`config.mk`:
```
export PLATFORM = sky130hd
export DESIGN_NAME = seq_div_mod_flat
export DESIGN_NICKNAME = d
export VERILOG_FILES = /design/src/rtl/seq_div_pkg.sv /design/src/rtl/seq_div_mod_if.sv /design/src/rtl/div_step.sv /design/src/rtl/seq_div_mod.sv /design/src/flat_wrapper.sv
export SDC_FILE = /design/constraint.sdc
export NUM_CORES = 1
export LEC_CHECK = 0
export CAP_MARGIN = 10
export CORE_MARGIN = 5
export CORE_UTILIZATION = 60
export CTS_CLUSTER_SIZE = 28
export DETAILED_ROUTE_END_ITERATION = 8
export DONT_BUFFER_PORTS = 1
export PLACE_DENSITY = 0.75
export SYNTH_ARGS = -nofsm -noshare
export SYNTH_HDL_FRONTEND = slang
export SYNTH_SLANG_ARGS = --single-unit
```
`constraint.sdc`:
```
create_clock -name Clk -period 16.1 [get_ports Clk]
set_input_delay 3.22 -clock Clk [delete_from_list [all_inputs] [get_ports Clk]]
set_output_delay 3.22 -clock Clk [all_outputs]
set_load 0.005 [all_outputs]
```
`src/rtl/seq_div_pkg.sv`:
```
// Shared types and helpers for the sequential restoring divider.
package seq_div_pkg;

  localparam int STATE_W = 2;

  typedef enum logic [STATE_W-1:0] {
    IDLE = 2'd0,
    RUN  = 2'd1,
    DONE = 2'd2
  } state_t;

  // Counter must hold the value DATAWIDTH itself, hence the +1.
  function automatic int cnt_width(input int datawidth);
    return $clog2(datawidth + 1);
  endfunction

endpackage

```
`src/rtl/seq_div_mod_if.sv`:
```
// Start/done handshake and operand/result bundle of the sequential divider.
interface seq_div_mod_if #(
    parameter int DATAWIDTH = 64
);
    logic                 Start;
    logic [DATAWIDTH-1:0] a;
    logic [DATAWIDTH-1:0] b;
    logic                 Busy;
    logic                 Done;
    logic [DATAWIDTH-1:0] q;
    logic [DATAWIDTH-1:0] r;
    logic                 DivByZero;

    modport master (output Start, a, b, input Busy, Done, q, r, DivByZero);
    modport slave  (input Start, a, b, output Busy, Done, q, r, DivByZero);
endinterface

```
`src/rtl/div_step.sv`:
```
// One combinational restoring-division step: shift in a dividend bit, subtract if it fits.
module div_step #(
    parameter int DATAWIDTH = 64
) (
    input  logic [DATAWIDTH-1:0] rem,
    input  logic                 din,
    input  logic [DATAWIDTH-1:0] divisor,
    output logic [DATAWIDTH-1:0] rem_next,
    output logic                 qbit
);
    // One extra bit so the shifted remainder can never overflow before the compare.
    logic [DATAWIDTH:0] shifted;
    logic [DATAWIDTH:0] diff;

    assign shifted  = {rem, din};
    assign diff     = shifted - {1'b0, divisor};
    assign qbit     = (shifted >= {1'b0, divisor});
    assign rem_next = qbit ? diff[DATAWIDTH-1:0] : shifted[DATAWIDTH-1:0];
endmodule

```
`src/rtl/seq_div_mod.sv`:
```
// Multi-cycle unsigned divider (quotient + remainder), one restoring step per clock.
// Optional macro SEQ_DIV_EARLY_OUT_EN: skip the iteration when a < b.
module seq_div_mod
    import seq_div_pkg::*;
#(
    parameter int DATAWIDTH = 64
) (
    input logic          Clk,
    input logic          Rst,
    seq_div_mod_if.slave bus
);
    localparam int W  = DATAWIDTH;
    localparam int CW = cnt_width(DATAWIDTH);

    state_t        state;
    logic [W-1:0]  qreg;
    logic [W-1:0]  rem;
    logic [W-1:0]  divisor;
    logic [CW-1:0] cnt;
    logic [W-1:0]  rem_next;
    logic          qbit;

    div_step #(.DATAWIDTH(W)) u_step (
        .rem      (rem),
        .din      (qreg[W-1]),
        .divisor  (divisor),
        .rem_next (rem_next),
        .qbit     (qbit)
    );

    // NOTE: all state, including the working registers, uses non-blocking
    // assignments and is cleared by reset so no stale operand survives it.
    always_ff @(posedge Clk or posedge Rst) begin
        if (Rst) begin
            state         <= IDLE;
            qreg          <= '0;
            rem           <= '0;
            divisor       <= '0;
            cnt           <= '0;
            bus.q         <= '0;
            bus.r         <= '0;
            bus.Busy      <= 1'b0;
            bus.Done      <= 1'b0;
            bus.DivByZero <= 1'b0;
        end else begin
            case (state)
                IDLE, DONE: begin
                    bus.Done <= 1'b0;
                    state    <= IDLE;
                    if (bus.Start) begin
                        if (bus.b == '0) begin
                            bus.q         <= '1;
                            bus.r         <= bus.a;
                            bus.DivByZero <= 1'b1;
                            bus.Done      <= 1'b1;
                            state         <= DONE;
                        end
`ifdef SEQ_DIV_EARLY_OUT_EN
                        else if (bus.a < bus.b) begin
                            bus.q         <= '0;
                            bus.r         <= bus.a;
                            bus.DivByZero <= 1'b0;
                            bus.Done      <= 1'b1;
                            state         <= DONE;
                        end
`endif
                        else begin
                            qreg     <= bus.a;
                            rem      <= '0;
                            divisor  <= bus.b;
                            cnt      <= CW'(W);
                            bus.Busy <= 1'b1;
                            state    <= RUN;
                        end
                    end
                end
                RUN: begin
                    // Start is deliberately not looked at here.
                    qreg <= {qreg[W-2:0], qbit};
                    rem  <= rem_next;
                    cnt  <= cnt - CW'(1);
                    if (cnt == CW'(1)) begin
                        bus.q         <= {qreg[W-2:0], qbit};
                        bus.r         <= rem_next;
                        bus.DivByZero <= 1'b0;
                        bus.Done      <= 1'b1;
                        bus.Busy      <= 1'b0;
                        state         <= DONE;
                    end
                end
                default: state <= IDLE;
            endcase
        end
    end
endmodule
```
`src/flat_wrapper.sv`:
```
// flat-port wrapper written by rule: the top's interface ports become plain ports
module seq_div_mod_flat import seq_div_pkg::*;
#(
    parameter int DATAWIDTH = 64
)
  (Clk, Rst, bus_Start, bus_a, bus_b, bus_Busy, bus_Done, bus_q, bus_r, bus_DivByZero);
  seq_div_mod_if #(.DATAWIDTH(DATAWIDTH)) bus_i ();
  input logic Clk;
  input logic Rst;
  input wire logic [$bits(bus_i.Start)-1:0] bus_Start;
  input wire logic [$bits(bus_i.a)-1:0] bus_a;
  input wire logic [$bits(bus_i.b)-1:0] bus_b;
  output wire logic [$bits(bus_i.Busy)-1:0] bus_Busy;
  output wire logic [$bits(bus_i.Done)-1:0] bus_Done;
  output wire logic [$bits(bus_i.q)-1:0] bus_q;
  output wire logic [$bits(bus_i.r)-1:0] bus_r;
  output wire logic [$bits(bus_i.DivByZero)-1:0] bus_DivByZero;
  assign bus_i.Start = bus_Start;
  assign bus_i.a = bus_a;
  assign bus_i.b = bus_b;
  assign bus_Busy = bus_i.Busy;
  assign bus_Done = bus_i.Done;
  assign bus_q = bus_i.q;
  assign bus_r = bus_i.r;
  assign bus_DivByZero = bus_i.DivByZero;
  seq_div_mod #(.DATAWIDTH(DATAWIDTH)) u_core (.Clk(Clk), .Rst(Rst), .bus(bus_i));
endmodule
```
# Yosys cells after proc, flatten, opt, wreduce, memory -nomap -nowiden
# Cells that the tools add are included.
dict set report op_classes {
  n_addsub 2
  n_lt_le_gt_ge 1
  eq_ne 7
  mux 33
  bitwise 1
  reduce_logical 9
}
# op n
set op_table {}
lappend op_table {{$mux 64} 11}
lappend op_table {{$pmux 64 s2} 4}
lappend op_table {{$ge 65x64->1} 1}
lappend op_table {{$logic_not 64->1} 1}
lappend op_table {{$sub 64x64->64} 1}
lappend op_table {{$mux 7} 2}
lappend op_table {{$pmux 7 s2} 1}
lappend op_table {{$mux 1} 8}
lappend op_table {{$reduce_and 4->1} 2}
lappend op_table {{$eq 7x1->1 const B} 1}
lappend op_table {{$sub 7x1->7 const B} 1}
lappend op_table {{$mux 2} 3}
lappend op_table {{$pmux 1 s2} 3}
lappend op_table {{$reduce_and 3->1} 2}
lappend op_table {{$ne 2x1->1 const B} 2}
lappend op_table {{$ne 2x2->1 const B} 2}
lappend op_table {{$pmux 2 s2} 1}
lappend op_table {{$eq 2x1->1 const B} 1}
lappend op_table {{$eq 2x2->1 const B} 1}
lappend op_table {{$logic_not 2->1} 1}
lappend op_table {{$reduce_and 2->1} 1}
lappend op_table {{$reduce_bool 2->1} 1}
lappend op_table {{$reduce_or 2->1} 1}
lappend op_table {{$not 1->1} 1}
dict set report word_totals {
  register_bits 332
  output_inout_bits 131
  elab_cells 63
}

# Longest topological paths before layout
# Gate-level depths: netlist (run 1).
dict set report depth {
  word_depth 4
  depth_mapped 15
}

# Modules after synthesis
# A second synthesis (run 1) with hierarchy kept.
dict set report unflattened {
  cells_unflattened 1917
  area_unflattened_um2 18609.1
}
# mod instances cells_per_inst area_each_um2 seq_area_each_um2
set modules_own_cells {}
lappend modules_own_cells {seq_div_mod 1 1196 13688.1 8308.0}
lappend modules_own_cells {div_step 1 721 4921.0 0.0}

# Worst setup path before layout (run 1)
# No wires, ideal clock.
dict set report synth_timing {
  kind {input to register}
  from {input port bus_b[11]}
  to {register u_core.qreg[2]}
  setup_ns 0.134
  t_arrival_ns 5.232
  required_time_ns 15.966
  path_slack_ns 10.734
  stages 9
  cell_sequence {nor4_1 -> nand4_1 -> o41ai_1 -> inv_1 -> nand2_1 -> clkbuf_1 -> buf_1 -> mux2i_1 -> o21ai_0}
}
dict set report synth_between {
  elab_chain_cells 3
}
# element line
set synth_lines {}
lappend synth_lines {{start: declaration} flat_wrapper.sv:12} ;# input wire logic [$bits(bus_i.b)-1:0] bus_b;
lappend synth_lines {{$logic_not 64->1} seq_div_mod.sv:51} ;# if (bus.b == '0) begin
lappend synth_lines {{$ne 2x2->1 (no source line)} n/a}
lappend synth_lines {{$reduce_and 3->1 (no source line)} n/a}
lappend synth_lines {{end signal: assignment} seq_div_mod.sv:68} ;# qreg <= bus.a;
lappend synth_lines {{end signal: assignment} seq_div_mod.sv:79} ;# qreg <= {qreg[W-2:0], qbit};
lappend synth_lines {{end: declaration} seq_div_mod.sv:16} ;# logic [W-1:0] qreg;
# Every way passes these cells.
# A chain may end at the register's enable or synchronous reset.

# Worst setup path after layout (run 1)
dict set report layout_timing {
  from {input port bus_b[10]}
  to {register u_core.qreg[35]}
}
# The elaborated chain is that of the path after synthesis.

==> summary.txt, run 1 <==
Status: complete, no violations
Flops & latches, synth: 332
Total grt overflow: 0
Worst Hold Path EP: u_core.cnt[6]$_DFFE_PP0P_
Clock Path Buffers: 3
Vias in the first global route: 14400
IO buf count: 0
Setup CP Type: input port to flop
Die area: 33800 um2
DR iter-0 viols: 1405
Placed wire-length estimate: 39100 um
Final #Nets: 2024
Max Cap Viol: 0
Initial Util: 60.9%
Layout cell share with drive strength beyond 1: 9.08%
DIE HEIGHT: 184 um
Synth Area in Simple Gates: 12.2%
Worst Path Required: 16.44 ns
Hold Vio Cnt, Final: 0
Setup tns final: 0 ns
Compound-Gate Fraction of Synth Area: 20.8%
CP bufs+invs: 2
Arr. time, crit path: 7.08 ns
Post-synth EDFFs: 0
Worst-path maximum fanout: 63
Final setup fails: 0
Hold_buf cts: 0
Worst hold path depth: 1
Setup repair after global routing missed its margin: false
M1 GR Usage: 46.6%
Synth Net Count: 2099
Async set-or-reset flop fraction in the synthesized netlist: 100%
Antenna Violating Nets Remaining: 0
Post-synth cell types: 71
Num CTS Buffers: 37
Post-synthesis average cell area: 9.55 um2
Initial antenna violation count: 1
Relative slew slack: 26.5%
Slew @ Worst Pin: 1.10 ns
CTS clk-pin slew, worst paths: 0.06 ns
First-pass GRT wire length: 83800 um
Hold path start: u_core.cnt[6]$_DFFE_PP0P_
M2 GR Usage: 45.0%
Area Growth Syn to Fin: 7.65%
Mux share of post-synthesis cell area: 9.06%
CP max stage delay: 0.86 ns
Drt pass-1 iters: 5
Drt wl/cell: 24.0 um
Post-Synth XOR/XNOR Area: 2.85%
Vias/cell: 6.54
DRC Markers: 0
CTS root buf: clkbuf_16
Adder-cell share of the synthesized area: 4.66%
CP Cell Sequence: nor4_1, nand4_1, o41ai_1, inv_1, nand2_4, buf_4, mux2i_1, o21ai_0
Synth Flop Type: dfrtp_1
Worst Setup End Kind: flop
CTS tree: built
CP Launch Type: input port
Antenna cells: 0
GRT Resource Usage Total: 31.3%
Worst min-delay path class: flop to flop
Top Ports: 262
Grt peak-use layer: met1
Most common cell after layout, fill and taps aside: dfrtp_1
Register area share after synthesis: 45.7%
Worst reg-to-reg setup slack: 11.56 ns
Post-CTS Setup Inserts: 0
Post_cts resized: 0
R2R Path End: u_core.bus.r[19]$_DFFE_PP0P_
Routed wire length: 53800 um
Critical R2R Launch: u_core.divisor[25]$_DFFE_PP0P_
Met3 Use GR: 8.59%
Max-slew violation count: 0
Layout Skew: 0.0130 ns
Slowest CP cell: buf_4
Largest family of logic cells by synthesized area: compound AO/OA/AOI/OAI gates
Sink Count: 332
Core ar.: 29800 um2
Cell count after synthesis: 1901
Critical path's top delay family: simple AND/OR/NAND/NOR gates
Cell area after synthesis: 18200 um2
# rows: 63
Vias post-DR: 14700
Final GP Congestion: 0.941
Peak Freq: 148 MHz
Die X: 184 um
H-tree Lvls: 2
Reg2reg path depth: 11
Fill cells: 2382
Final min period: 6.74 ns
Syn. warnings: 0
Clock latency on the worst-skew pair: 0.52 ns
Tcrit/Tclk final: 41.9%
Largest net degree at the start of global routing: 126
Commonest non-fill, non-tap cells in the layout: 332 x dfrtp_1, 226 x o21ai_0, 196 x nand2_1
==> layout make-up <==
cell class                      count  area (um2)  area share, %
Multi-Input combinational cell   1352        9080           46.5
Timing Repair Buffer               13        97.6          0.499
Clock buffer                       49        1030           5.27
Sequential cell                   332        8310           42.5
Inverter                           90         348           1.78
Tap cell                          390         488           2.50
Clock inverter                     15         193          0.986
==> kinds of logic after synthesis <==
family,Yosys count
buffers and inverters,217
AO/OA/AOI/OAI,607
AND/OR/NAND/NOR,463
flip-flops,332
XOR/XNOR,59
multiplexers,156
adder cells (fa/ha/maj),67
==> worst max-delay path by stage <==
stage                                          end       from  cells past startpoint  slack (ns)
floorplan              u_core.bus.Busy$_DFFE_PP0P_        Rst                      1        3.68
global placement    u_core.divisor[57]$_DFFE_PP0P_  bus_b[15]                      7        8.38
detailed placement     u_core.qreg[49]$_DFFE_PP0P_  bus_b[15]                      8        8.84
CTS                    u_core.qreg[35]$_DFFE_PP0P_  bus_b[15]                      8        9.33
global route           u_core.qreg[37]$_DFFE_PP0P_  bus_b[10]                      8        9.21
finish                 u_core.qreg[35]$_DFFE_PP0P_  bus_b[10]                      8        9.36
==> worst reg2reg max path, cell delays in order, from the launching register on <==
cell and delay (ns):
dfrtp_1 0.38, inv_1 0.06, ha_1 0.42, nand4_1 0.22
nor4_1 0.56, nand3_1 0.25, nor4_1 0.45, a2111oi_2 0.15
nand3_4 0.29, buf_4 0.74, mux2i_1 0.71, o21ai_0 0.15
==> flip-flops by register name (all words and copies together), names as in the netlist <==
name,flops
u_core.bus.q,64
u_core.qreg,64
u_core.bus.Done,1
u_core.rem,64
u_core.bus.r,64
u_core.bus.DivByZero,1
u_core.state,2
u_core.bus.Busy,1
u_core.divisor,64
u_core.cnt,7
==> cell usage after synthesis, drive strengths merged, types with 28 or more instances <==
| master | count | area share (%) |
|---|---|---|
| nor2 | 48 | 0.99 |
| o21ai | 244 | 6.8 |
| inv | 90 | 1.9 |
| a21oi | 140 | 3.9 |
| dfrtp | 332 | 46 |
| ha | 66 | 4.5 |
| buf | 28 | 0.71 |
| mux2i | 89 | 4.9 |
| a21o | 38 | 1.6 |
| o22a | 63 | 3.0 |
| nand2 | 200 | 4.2 |
| xnor2 | 44 | 2.1 |
| mux2 | 67 | 4.2 |
| clkbuf | 99 | 2.0 |
| nand3 | 54 | 1.5 |
| and3 | 38 | 1.3 |
==> per-stage QoR <==
stage / setup slack [ns] / instance area (um2) / hold slack (ns) / std cells / utilization (%)
global placement: 8.38 / 18300 / 0.464 / 2177 / 61.5
finish: 9.36 / 19600 / 0.487 / 2241 / 65.6
floorplan: 3.68 / 18200 / 0.445 / 1901 / -
global route: 9.21 / 19600 / 0.507 / 2241 / 65.6
detailed placement: 8.84 / 18300 / 0.479 / 2177 / 61.5
CTS: 9.33 / 19600 / 0.492 / 2241 / 65.6
==> routing by layer <==
metal,wire length (um),vias up
met5,0,-
met2,23000,610
met4,1660,0
met1,23500,7250
met3,5680,93
li1,-,6714
Power of run 1 is not shown: default switching activity piles up to over one toggle a cycle in this logic, so the estimate is an artifact.
==> inputs of run 2 (changes only) <==
CORE_UTILIZATION = 58   (was 60)
clock period = 5.4 ns   (was 16.1 ns; I/O delays follow)
==> run 2 against run 1 <==
Global-route usage is 1.3 points lower. Hold slack worse by 0.14 ns. Setup slack worse by 8.5 ns. Highest routed layer unchanged.
==> summary.txt, run 2 (same netlist as run 1, synthesis figures left out) <==
IO buf count: 0 (unchanged)
Vias/cell: 6.58 (+0.47%)
Hold_buf cts: 0 (unchanged)
Setup CP Type: input port to flop
Worst Setup End Kind: flop
Peak Freq: 221 MHz
WL met3: 6040 um (+6.4%)
Initial antenna violation count: 1 (unchanged)
Tcrit/Tclk final: 83.9%
Post_cts resized: 0 (unchanged)
Final #Nets: 2033 (+0.44%)
DR iter-0 viols: 1483 (+5.6%)
Die X: 187 um (+1.6%)
Fill cells: 2537 (+6.5%)
Num CTS Buffers: 36 (-2.7%)
Final setup fails: 0 (unchanged)
Total grt overflow: 0 (unchanged)
GRT Resource Usage Total: 29.9% (-1.3 points)
CTS tree: built
Sink Count: 332 (unchanged)
Area Growth Syn to Fin: 8.17%
DP Area: 18500 um2 (+0.74%)
First-pass GRT wire length: 84000 um (+0.22%)
H-tree Lvls: 2 (unchanged)
Clock Path Buffers: 3 (unchanged)
Setup repair after global routing missed its margin: false
Layout Skew: 0.0154 ns (+0.00245 ns)
Routed wire length: 54100 um (+0.59%)
Antenna Violating Nets Remaining: 0 (unchanged)
Vias in the first global route: 14100 (-2.3%)
DIE HEIGHT: 187 um (+1.6%)
Hold Slack: 0.343 ns (-0.145 ns)
Setup tns final: 0 ns (unchanged)
Met2 routed WL: 23200 um (+0.93%)
Relative slew slack: 20.8% (-5.6 points)
Metal1 wirelength: 23300 um (-0.72%)
Hold Vio Cnt, Final: 0 (unchanged)
Final min period: 4.53 ns
Max-slew violation count: 0 (unchanged)
Fin area: 19600 um2 (+0.48%)
Layout cell share with drive strength beyond 1: 9.25% (+0.18 points)
Core ar.: 30700 um2 (+3.2%)
Worst-path maximum fanout: 47 (-25%)
Arr. time, crit path: 4.94 ns (-2.14 ns)
Max Cap Viol: 0 (unchanged)
Drt wl/cell: 24.0 um (about the same)
Vias post-DR: 14800 (+1.1%)
CP Launch Type: input port
Drt pass-1 iters: 5 (unchanged)
CTS root buf: clkbuf_16
Post-CTS Setup Inserts: 0 (unchanged)
Antenna cells: 0 (unchanged)
Initial Util: 59.1% (-1.9 points)
# rows: 64 (+1.6%)
Top Ports: 262 (unchanged)
Largest net degree at the start of global routing: 162 (+29%)
Slew @ Worst Pin: 1.17 ns (+0.0694 ns)
Most common cell after layout, fill and taps aside: dfrtp_1
Clock latency on the worst-skew pair: 0.53 ns (about the same)
Worst min-delay path class: input port to asynchronous set/reset pin
CTS clk-pin slew, worst paths: 0.06 ns (about the same)
Commonest non-fill, non-tap cells in the layout: 332 x dfrtp_1, 226 x o21ai_0, 196 x nand2_1
Die area: 34900 um2 (+3.3%)
Worst Path Required: 5.81 ns (-10.63 ns)
Status: complete, no violations
Final GP Congestion: 0.985 (+4.7%)
Placed wire-length estimate: 39600 um (+1.2%)
DRC Markers: 0 (unchanged)
Top Metal Used: met4
[run 2: cell count changes in the layout (fill, tap and decap cells not counted), moves of 2 or more]
cell and change:
clkbuf_1 +3, buf_12 +5, inv_6 -2, clkinv_2 -3, buf_4 +5, clkbuf_8 +2
[run 2: per-layer routing]
layer | track usage [%] | up-vias
met4 | 8.65 | 0
met2 | 43.5 | 715
met1 | 44.0 | 7273
met3 | 8.44 | 96
li1 | - | 6744
met5 | 0 | -
[run 2: worst max-delay path, cell delays in order]
cell and delay, ns:
nor4_1 0.82, nand4_1 0.36, o41ai_1 1.02, o21ai_4 0.46
inv_4 0.54, buf_12 0.28, and3_1 0.19, a21oi_1 0.04
o21ai_0 0.11
[run 2: worst paths after layout]
kind / slack (ns) / depth (start not counted) / to / start
max: 0.87 / 9 / u_core.bus.r[19]$_DFFE_PP0P_ / bus_b[15]
min: 0.34 / 1 / u_core.qreg[18]$_DFFE_PP0P_ / Rst
min reg2reg: 0.49 / 1 / u_core.cnt[6]$_DFFE_PP0P_ / u_core.cnt[6]$_DFFE_PP0P_
max in group asynchronous: 3.96 / 2 / u_core.rem[44]$_DFFE_PP0P_ / Rst
max reg2reg: 1.37 / 14 / u_core.bus.r[60]$_DFFE_PP0P_ / u_core.qreg[63]$_DFFE_PP0P_
min in group Clk: 0.49 / 1 / u_core.cnt[6]$_DFFE_PP0P_ / u_core.cnt[6]$_DFFE_PP0P_
[run 2: final cells by class]
cell class / count / area, um2 / area share [%]
flip-flops and latches: 332 / 8310 / 42.3
well taps: 396 / 495 / 2.52
inverters: 90 / 344 / 1.75
multi-input cells: 1352 / 9080 / 46.2
repair buffers: 23 / 235 / 1.20
clock inverters: 9 / 138 / 0.701
clock buffers: 53 / 1040 / 5.32
[run 2: through the flow]
step / util [%] / std cells / worst slack (ns)
after global placement: 60.0 / 2193 / 0.197
after CTS: 63.9 / 2255 / 0.736
after floorplan: - / 1901 / -0.115
after detailed placement: 60.0 / 2193 / 0.210
after global routing: 63.9 / 2255 / 0.694
final: 63.9 / 2255 / 0.869
Power of run 2 is left out for the same reason.
